--- src/rtl/alarm_sched_pkg.sv ---
// rtl/alarm_sched_pkg.sv - shared types and default constants for the alarm scheduler
package alarm_sched_pkg;

  typedef enum logic [1:0] {
    ST_IDLE   = 2'b00,
    ST_RING   = 2'b01,
    ST_SNOOZE = 2'b10
  } state_t;

  typedef struct packed {
    logic [1:0] h1;
    logic [3:0] h0;
    logic [3:0] m1;
    logic [3:0] m0;
  } hhmm_t;

  localparam int DEF_N_SLOTS    = 4;
  localparam int DEF_SNOOZE_SEC = 300;
  localparam int DEF_RING_SEC   = 60;
  localparam int DEF_MAX_SNOOZE = 3;

  function automatic int max2(input int a, input int b);
    return (a > b) ? a : b;
  endfunction

endpackage

--- src/rtl/alarm_slot_bank.sv ---
// rtl/alarm_slot_bank.sv - alarm slot register file with per-slot time comparators
module alarm_slot_bank
  import alarm_sched_pkg::*;
#(
  parameter int N_SLOTS = DEF_N_SLOTS,
  parameter int SLOT_W  = $clog2(N_SLOTS)
) (
  input  logic               clk_1s,
  input  logic               reset,
  input  logic               cfg_we,
  input  logic [SLOT_W-1:0]  cfg_slot,
  input  logic [1:0]         cfg_h1,
  input  logic [3:0]         cfg_h0,
  input  logic [3:0]         cfg_m1,
  input  logic [3:0]         cfg_m0,
  input  logic               cfg_en,
  input  logic               al_on,
  input  logic [1:0]         cur_h1,
  input  logic [3:0]         cur_h0,
  input  logic [3:0]         cur_m1,
  input  logic [3:0]         cur_m0,
  input  logic [3:0]         cur_s1,
  input  logic [3:0]         cur_s0,
  output logic [N_SLOTS-1:0] match
);

  hhmm_t              slot_time [N_SLOTS];
  logic [N_SLOTS-1:0] slot_en;
  hhmm_t              cur_hhmm;

  assign cur_hhmm = {cur_h1, cur_h0, cur_m1, cur_m0};

  // Slot storage; the comparators see the pre-edge contents, so a write that
  // coincides with a match on the same slot does not affect that match.
  always_ff @(posedge clk_1s or posedge reset) begin
    if (reset) begin
      for (int i = 0; i < N_SLOTS; i++) begin
        slot_time[i] <= '0;
      end
      slot_en <= '0;
    end else if (cfg_we && (int'(cfg_slot) < N_SLOTS)) begin
      slot_time[cfg_slot] <= {cfg_h1, cfg_h0, cfg_m1, cfg_m0};
      slot_en[cfg_slot]   <= cfg_en;
    end
  end

  // Exact-bit HH:MM compare, only in the :00 second so each alarm fires once.
  always_comb begin
    match = '0;
    for (int i = 0; i < N_SLOTS; i++) begin
      match[i] = slot_en[i] & al_on & (slot_time[i] == cur_hhmm) &
                 (cur_s1 == 4'd0) & (cur_s0 == 4'd0);
    end
  end

endmodule

--- src/rtl/alarm_scheduler.sv ---
// rtl/alarm_scheduler.sv - multi-slot alarm FSM with ring, snooze, timeout and pending queue
module alarm_scheduler
  import alarm_sched_pkg::*;
#(
  parameter int N_SLOTS    = DEF_N_SLOTS,
  parameter int SNOOZE_SEC = DEF_SNOOZE_SEC,
  parameter int RING_SEC   = DEF_RING_SEC,
  parameter int MAX_SNOOZE = DEF_MAX_SNOOZE,
  parameter int SLOT_W     = $clog2(N_SLOTS)
) (
  input  logic               clk_1s,
  input  logic               reset,
  input  logic [1:0]         cur_h1,
  input  logic [3:0]         cur_h0,
  input  logic [3:0]         cur_m1,
  input  logic [3:0]         cur_m0,
  input  logic [3:0]         cur_s1,
  input  logic [3:0]         cur_s0,
  input  logic               cfg_we,
  input  logic [SLOT_W-1:0]  cfg_slot,
  input  logic [1:0]         cfg_h1,
  input  logic [3:0]         cfg_h0,
  input  logic [3:0]         cfg_m1,
  input  logic [3:0]         cfg_m0,
  input  logic               cfg_en,
  input  logic               al_on,
  input  logic               stop,
  input  logic               snooze,
  output logic               alarm,
  output logic [SLOT_W-1:0]  active_slot,
  output logic [1:0]         state,
  output logic [N_SLOTS-1:0] pending
);

  localparam int CNT_MAX = max2(SNOOZE_SEC, RING_SEC);
  localparam int CNT_W   = $clog2(CNT_MAX + 1);
  localparam int SNZ_W   = $clog2(MAX_SNOOZE + 1);

  localparam logic [CNT_W-1:0] CNT_TOP     = CNT_W'(CNT_MAX);
  localparam logic [CNT_W-1:0] RING_LAST   = CNT_W'(RING_SEC - 1);
  localparam logic [CNT_W-1:0] SNOOZE_LAST = CNT_W'(SNOOZE_SEC - 1);
  localparam logic [SNZ_W-1:0] SNZ_LIMIT   = SNZ_W'(MAX_SNOOZE);
  localparam logic [N_SLOTS-1:0] ONE_HOT0  = N_SLOTS'(1);

  state_t             state_q, state_d;
  logic               alarm_q, alarm_d;
  logic [SLOT_W-1:0]  active_q, active_d;
  logic [N_SLOTS-1:0] pending_q, pending_d;
  logic [CNT_W-1:0]   ring_cnt, ring_d;
  logic [CNT_W-1:0]   wait_cnt, wait_d;
  logic [SNZ_W-1:0]   snz_cnt, snz_d;

  logic [N_SLOTS-1:0] match;
  logic [N_SLOTS-1:0] cand;
  logic [SLOT_W-1:0]  pick;
  logic [N_SLOTS-1:0] pick_mask;
  logic [N_SLOTS-1:0] active_mask;

  alarm_slot_bank #(
    .N_SLOTS (N_SLOTS),
    .SLOT_W  (SLOT_W)
  ) u_bank (
    .clk_1s   (clk_1s),
    .reset    (reset),
    .cfg_we   (cfg_we),
    .cfg_slot (cfg_slot),
    .cfg_h1   (cfg_h1),
    .cfg_h0   (cfg_h0),
    .cfg_m1   (cfg_m1),
    .cfg_m0   (cfg_m0),
    .cfg_en   (cfg_en),
    .al_on    (al_on),
    .cur_h1   (cur_h1),
    .cur_h0   (cur_h0),
    .cur_m1   (cur_m1),
    .cur_m0   (cur_m0),
    .cur_s1   (cur_s1),
    .cur_s0   (cur_s0),
    .match    (match)
  );

  assign cand        = match | pending_q;
  assign pick_mask   = ONE_HOT0 << pick;
  assign active_mask = ONE_HOT0 << active_q;

  // Lowest-index priority pick among fresh matches and queued slots.
  always_comb begin
    pick = '0;
    for (int i = N_SLOTS - 1; i >= 0; i--) begin
      if (cand[i]) pick = SLOT_W'(i);
    end
  end

  // Next-state and next-output decisions from the inputs sampled this edge.
  always_comb begin
    state_d   = state_q;
    alarm_d   = alarm_q;
    active_d  = active_q;
    pending_d = pending_q;
    ring_d    = ring_cnt;
    wait_d    = wait_cnt;
    snz_d     = snz_cnt;
    if (!al_on) begin
      state_d   = ST_IDLE;
      alarm_d   = 1'b0;
      pending_d = '0;
    end else begin
      case (state_q)
        ST_IDLE: begin
          if (|cand) begin
            state_d   = ST_RING;
            alarm_d   = 1'b1;
            active_d  = pick;
            pending_d = cand & ~pick_mask;
            ring_d    = '0;
            snz_d     = '0;
          end
        end
        ST_RING: begin
          pending_d = pending_q | (match & ~active_mask);
          ring_d    = (ring_cnt == CNT_TOP) ? ring_cnt : ring_cnt + CNT_W'(1);
          if (stop) begin
            state_d = ST_IDLE;
            alarm_d = 1'b0;
          end else if (snooze && (snz_cnt < SNZ_LIMIT)) begin
            state_d = ST_SNOOZE;
            alarm_d = 1'b0;
            snz_d   = snz_cnt + SNZ_W'(1);
            wait_d  = '0;
          end else if (ring_cnt == RING_LAST) begin
            state_d = ST_IDLE;
            alarm_d = 1'b0;
          end
        end
        ST_SNOOZE: begin
          pending_d = pending_q | (match & ~active_mask);
          wait_d    = (wait_cnt == CNT_TOP) ? wait_cnt : wait_cnt + CNT_W'(1);
          if (stop) begin
            state_d = ST_IDLE;
            alarm_d = 1'b0;
          end else if (wait_cnt == SNOOZE_LAST) begin
            state_d = ST_RING;
            alarm_d = 1'b1;
            ring_d  = '0;
          end
        end
        default: begin
          state_d = ST_IDLE;
          alarm_d = 1'b0;
        end
      endcase
    end
  end

  // State, output and counter registers; reset returns everything to idle at once.
  always_ff @(posedge clk_1s or posedge reset) begin
    if (reset) begin
      state_q   <= ST_IDLE;
      alarm_q   <= 1'b0;
      active_q  <= '0;
      pending_q <= '0;
      ring_cnt  <= '0;
      wait_cnt  <= '0;
      snz_cnt   <= '0;
    end else begin
      state_q   <= state_d;
      alarm_q   <= alarm_d;
      active_q  <= active_d;
      pending_q <= pending_d;
      ring_cnt  <= ring_d;
      wait_cnt  <= wait_d;
      snz_cnt   <= snz_d;
    end
  end

  assign alarm       = alarm_q;
  assign active_slot = active_q;
  assign state       = state_q;
  assign pending     = pending_q;

endmodule

--- config.mk ---
export PLATFORM = sky130hd
export DESIGN_NAME = alarm_scheduler
export DESIGN_NICKNAME = d
export VERILOG_FILES = /design/src/rtl/alarm_sched_pkg.sv /design/src/rtl/alarm_slot_bank.sv /design/src/rtl/alarm_scheduler.sv
export SDC_FILE = /design/constraint.sdc
export NUM_CORES = 1
export LEC_CHECK = 0
export CAP_MARGIN = 20
export CORE_AREA = 2 2 118 120
export DETAILED_ROUTE_END_ITERATION = 8
export DIE_AREA = 0 0 120 122
export PLACE_DENSITY = 0.61
export SLEW_MARGIN = 20
export SYNTH_ARGS = -nofsm -noshare
export SYNTH_HDL_FRONTEND = slang
export SYNTH_HIERARCHICAL = 1
export SYNTH_SLANG_ARGS = --single-unit
--- constraint.sdc ---
create_clock -name clk_1s -period 3.14 [get_ports clk_1s]
set_input_delay 0.628 -clock clk_1s [delete_from_list [all_inputs] [get_ports clk_1s]]
set_output_delay 0.628 -clock clk_1s [all_outputs]
set_load 0.02 [all_outputs]
==> results.py, run 1 <==
metrics = {
    "clock_network": {
        "cts_buffer_depth": 2,
        "cts_hold_buf": 0,
        "cts_root_buf": "clkbuf_16",
        "clock_latency_ns": 0.35,
        "cts_tree": "done",
        "htree_levels": 3,
        "numCtsBuffers": 9,
        "clock_sinks": 89,
        "clk_pin_slew_ns": 0.06,
    },
    "floorplan": {
        "start_util": 0.357,
        "core_area_um2": 13500,
        "die_x_um": 120,
        "dieArea_um2": 14600,
        "num_rows": 43,
        "die_h_um": 122,
        "io-pin-count": 54,
    },
    "synth": {
        "syn_nets": 479,
        "yosysWarningCount": 6,
        "synthCells": 425,
        "netlist_area_um2": 4830,
        "syn_area_per_cell_um2": 11.4,
        "seq_area_frac_synth": 0.461,
        "synth-edff-count": 0,
        "synth_top_area_share": 0.461,
        "synth-seq-cells": 89,
        "synth_top_flop_cell": "dfrtp_1",
        "yosysTopAreaCell": "dfrtp_1",
        "synth_top_cells_by_area": "dfrtp_1 (46%), mux2_2 (14%), xnor2_1 (7.3%)",
        "async_flop_share": 1.00,
        "synth.distinct_cells": 55,
    },
    "critical_path": {
        "start_kind": "primary input",
        "timing.rr.start": "u_bank/slot_time[12]",
        "reg2reg_depth": 10,
        "cp.required_ns": 3.42,
        "cp.arrival_ns": 3.34,
        "critPathKind": "in -> reg",
        "r2r_end": "ring_cnt[6]",
        "rrSetupSlack_ns": 0.35,
        "worst-path-max-fanout": 4,
        "worst_setup_path_end_kind": "register",
    },
    "hold_path": {
        "min_from": "u_bank/slot_en[0]",
        "holdPathEnd": "u_bank/slot_en[0]",
        "worstHoldPathType": "reg -> reg",
        "holdPathStages": 1,
    },
    "finish": {
        "nets": 555,
        "nFillCells": 1267,
        "final_common_cell": "dfrtp_1",
        "multi_input_area_um2": 2520,
        "final_area_um2": 6050,
        "fin_cells": 686,
        "syn2layout_area_growth_pct": 25.3,
        "layout_common_cells": "dfrtp_1 (89), mux2_2 (62), clkdlybuf4s50_1 (47)",
        "ff_latch_area_um2": 2230,
        "diodes": 0,
        "drive_above_1_share": 0.263,
    },
    "detailed_routing": {
        "vias_per_cell": 5.09,
        "routed_wl_um": 11100,
        "first_pass_iters": 4,
        "drc": 0,
        "initialDrtViolationCount": 187,
        "post_drt_wl_per_cell_um": 16.1,
        "ant_nets": 0,
        "vias": 3491,
    },
    "grt": {
        "grt_pass1_vias": 3485,
        "grt_pass1_wl_um": 18100,
        "antenna_found_initial": 0,
        "grt_usage": 0.161,
        "grt_max_degree": 30,
        "gr-total-overflow": 0,
    },
    "sta": {
        "hold_viol": 0,
        "relSlewSlack": 0.637,
        "finalSetupTns_ns": 0,
        "finClkSkew_ns": 0.00850,
        "slew_violations": 0,
        "rsz0062_at_grt": "false",
        "timing.hold.ws_ns": 0.505,
        "setup_viol": 0,
        "tightest_slew_ns": 0.542,
        "fmax_mhz": 327,
        "period_needed_ns": 3.05,
        "layout_worst_path_cycle_share": 0.973,
    },
    "pwr": {
        "power.density_nw_per_um2": 618,
        "p_leak_nw": 2.48,
        "power_mw": 3.74,
        "peakVddDrop_uv": 431,
    },
    "placement": {
        "dp_hpwl_um": 8290,
        "numPortBuffers": 53,
        "place_congestion": 0.823,
        "dp.cells": 669,
        "placed_cell_area_um2": 5690,
    },
    "job": {
        "maxCapViolCount": 0,
    },
    "status": {
        "status": "completed",
    },
}
[where the power goes]
group          leakage, nW  switching [mW]  internal, mW  total [mW]
sequential            1.10           0.213          1.38        1.60
combinational         1.24           0.537         0.591        1.13
clock                0.136           0.453         0.562        1.02
total                 2.48            1.20          2.54        3.74
[area by class of cell]
cell class / instances / area share
clock buffer: 11 / 0.0401
clock inverter: 5 / 0.00641
inverter: 13 / 0.00807
multi-input combinational: 306 / 0.416
sequential: 89 / 0.368
tap: 180 / 0.0372
timing repair buffer: 82 / 0.124
[sequential cells by signal (all words and copies together) (netlist names)]
name / count
u_bank/slot_time: 56
ring_cnt: 9
wait_cnt: 9
pending: 4
u_bank/slot_en: 4
active_slot: 2
snz_cnt: 2
state: 2
alarm: 1
[Yosys cell counts (all sizes together) (3+ instances only)]
cell and n:
a31oi 5, and3 3, buf 6, clkbuf 11, dfrtp 89, ha 9, inv 13, mux2 64
mux2i 4, nand2 27, nand2b 3, nand3 16, nand3b 4, nand4 16, nor2 11, nor3 6
nor3b 3, nor4 11, o211a 4, o211ai 5, o21ai 18, o31ai 5, or2 3, or4 6
xnor2 40, xor2 16
[critical path: stages]
cell and delay, ns:
clkdlybuf4s50_1 0.50, xor2_1 0.25, nor4_2 0.10, nand4_1 0.12
nor4_2 0.05, buf_4 0.13, or4_4 0.53, or2_4 0.30
mux2_4 0.30, a221oi_2 0.22, o221a_1 0.20
[kinds of logic (layout without fill, tap and decap cells)]
group,after synthesis,count (layout),synth area share
buf+inv,30,111,0.0306
simple gates,123,123,0.151
compound gates,50,50,0.0734
flops,89,89,0.461
xor+xnor,56,56,0.102
fa+ha+maj,9,9,0.0233
mux,68,68,0.159
[worst max-delay path by stage]
stage                     startpoint           to  slack, ns  cells after the start
after detailed placement   cur_m1[2]  ring_cnt[6]      -0.61                     11
after CTS                  cur_m0[3]  ring_cnt[6]      0.004                     12
after global placement     cur_m1[2]  ring_cnt[6]      -0.55                     11
final                      cur_m1[1]   pending[1]       0.09                     11
after global routing       cur_m1[3]  ring_cnt[7]      0.003                     12
after floorplan            cur_s1[3]  ring_cnt[6]       0.25                      8
[stage by stage]
stage	utilization	worst slack (ns)
global route	0.448	0.00257
floorplan	-	0.254
global placement	0.422	-0.546
finish	0.448	0.0853
detailed placement	0.422	-0.609
CTS	0.446	0.00364
[what timing repair did]
| action | in CTS | in global routing |
|---|---|---|
| setup endpoints to repair | 9 | 11 |
| hold endpoints to repair | 0 | 0 |
| resized for setup | 13 | 6 |
| pin swaps | 2 | 2 |
| buffers inserted | 1 | 0 |
[metal layers]
| metal | part of all wire | vias to the layer above | GRT usage |
|---|---|---|---|
| met1 | 0.44 | 1711 | 0.197 |
| met2 | 0.51 | 85 | 0.276 |
| met4 | 0.012 | 0 | 0.0449 |
| met5 | 0 | - | 0 |
| li1 | - | 1686 | - |
| met3 | 0.042 | 9 | 0.0496 |
(Power assumes the default switching activity.)
==> run 2: changes to the inputs <==
- CORE_AREA: 2 2 118 120 -> 4 4 120 122
- DIE_AREA: 0 0 120 122 -> 0 0 124 126
==> run 2 against run 1 <==
Compared with the run above: combinational power about the same; die area increased by 6.7%; power increased by 8.0%; critical path depth unchanged; critical endpoint is now ring_cnt[6].
==> results.py, run 2 (synthesis gave the netlist of run 1 again) <==
metrics = {
    "clock_network": {
        "cts_hold_buf": 0,
        "numCtsBuffers": 9,
        "cts_tree": "done",
        "htree_levels": 3,
        "cts_buffer_depth": 2,
        "clock_sinks": 89,
        "clock_latency_ns": 0.35,
        "clk_pin_slew_ns": 0.07,
        "cts_root_buf": "clkbuf_16",
    },
    "placement": {
        "dp_hpwl_um": 8130,
        "pre_cts_ws_ns": -0.541,
        "numPortBuffers": 53,
        "place_congestion": 0.869,
    },
    "pwr": {
        "p_leak_nw": 2.59,
        "peakVddDrop_uv": 286,
        "power.density_nw_per_um2": 649,
        "power_mw": 4.04,
    },
    "detailed_routing": {
        "vias_per_cell": 5.17,
        "post_drt_wl_per_cell_um": 16.7,
        "initialDrtViolationCount": 129,
        "routed_wl_um": 11400,
        "first_pass_iters": 4,
        "drc": 0,
        "ant_nets": 0,
        "vias": 3528,
    },
    "grt": {
        "gr-total-overflow": 0,
        "grt_max_degree": 61,
        "grt_usage": 0.151,
        "grt_pass1_vias": 3674,
        "grt_pass1_wl_um": 18500,
        "antenna_found_initial": 0,
    },
    "floorplan": {
        "num_rows": 42,
        "io-pin-count": 54,
        "dieArea_um2": 15600,
        "die_x_um": 124,
        "die_h_um": 126,
        "start_util": 0.366,
        "core_area_um2": 13200,
    },
    "sta": {
        "hold_viol": 0,
        "fin_ws_ns": 0.0763,
        "slew_violations": 0,
        "rsz0062_at_grt": "true",
        "relSlewSlack": 0.645,
        "finClkSkew_ns": 0.0109,
        "period_needed_ns": 3.06,
        "tightest_slew_ns": 0.529,
        "fmax_mhz": 326,
        "layout_worst_path_cycle_share": 0.976,
        "finalSetupTns_ns": 0,
        "setup_viol": 0,
    },
    "critical_path": {
        "critPathKind": "in -> reg",
        "r2r_end": "ring_cnt[6]",
        "slowest_delay_ns": 0.53,
        "cp.required_ns": 3.39,
        "worst_setup_path_end_kind": "register",
        "cpMaxStageDelayCell": "or4_4",
        "worstSetupStartpoint": "cur_s1[3]",
        "reg2reg_depth": 10,
        "rrSetupSlack_ns": 0.20,
        "cp.arrival_ns": 3.31,
        "start_kind": "primary input",
        "timing.rr.start": "u_bank/slot_time[26]",
        "endpoint": "ring_cnt[6]",
        "worst-path-max-fanout": 4,
        "path_cells": "clkdlybuf4s50_1 -> nor4_2 -> nand4_1 -> buf_4 -> nor4_4 -> buf_4 -> or4_4 -> nor3_1 -> or4_4 -> or2_4 -> o31ai_4",
    },
    "finish": {
        "drive_above_1_share": 0.281,
        "nFillCells": 1219,
        "final_common_cell": "dfrtp_1",
        "largest_reg_flops": 56,
        "top_regs": "u_bank/slot_time: 56 flops, ring_cnt: 9 flops, wait_cnt: 9 flops",
        "largest-register": "u_bank/slot_time",
        "multi_input_area_um2": 2610,
        "ff_latch_area_um2": 2230,
        "layout_common_cells": "dfrtp_1 (89), mux2_2 (62), clkdlybuf4s50_1 (43)",
        "utilization": 0.471,
        "nets": 555,
        "diodes": 0,
        "syn2layout_area_growth_pct": 28.8,
    },
    "hold_path": {
        "worstHoldPathType": "reg -> reg",
    },
    "status": {
        "status": "completed",
    },
    "job": {
        "maxCapViolCount": 0,
    },
}
==> run 2: what timing repair did <==
action / in CTS / in global routing
setup endpoints to repair: 10 / 10
resized for setup: 14 / 28
buffers inserted: 1 / 0
pin swaps: 6 / 9
==> run 2: worst min path at each step <==
stage	from	end	depth (start not counted)
floorplan	ring_cnt[7]	ring_cnt[7]	1
global placement	u_bank/slot_en[1]	u_bank/slot_en[1]	1
detailed placement	snz_cnt[1]	snz_cnt[1]	1
CTS	ring_cnt[7]	ring_cnt[7]	1
global route	u_bank/slot_en[0]	u_bank/slot_en[0]	1
finish	snz_cnt[1]	snz_cnt[1]	1
==> run 2: layout make-up <==
type	count	share of cell area
tap	176	0.0354
timing repair buffer	82	0.122
clock inverter	6	0.0185
sequential	89	0.358
multi-input combinational	306	0.420
inverter	13	0.00785
clock buffer	10	0.0384
==> run 2: worst max-delay path, delay by kind of cell <==
| kind | cells | cell delay (ns) |
|---|---|---|
| AND/OR/NAND/NOR | 7 | 1.70 |
| buffers and inverters | 3 | 0.76 |
| AO/OA/AOI/OAI | 1 | 0.23 |
==> run 2: through the flow <==
step / hold WS (ns) / instances / cell area (µm²)
floorplan: 0.460 / 425 / 4830
global placement: 0.489 / 665 / 5700
detailed placement: 0.499 / 665 / 5700
CTS: 0.516 / 682 / 6100
global route: 0.526 / 682 / 6220
finish: 0.511 / 682 / 6220
==> run 2: power by group <==
group / total (mW) / internal [mW] / switching, mW
Clock: 1.27 / 0.802 / 0.471
Sequential: 1.60 / 1.38 / 0.222
Combinational: 1.16 / 0.599 / 0.561
==> run 2: routing by layer <==
| layer | wire (µm) | up-vias | GRT usage |
|---|---|---|---|
| met5 | 0 | - | 0 |
| met4 | 198 | 0 | 0.0548 |
| met3 | 449 | 11 | 0.0318 |
| met2 | 5660 | 72 | 0.251 |
| met1 | 5090 | 1752 | 0.193 |
| li1 | - | 1693 | - |
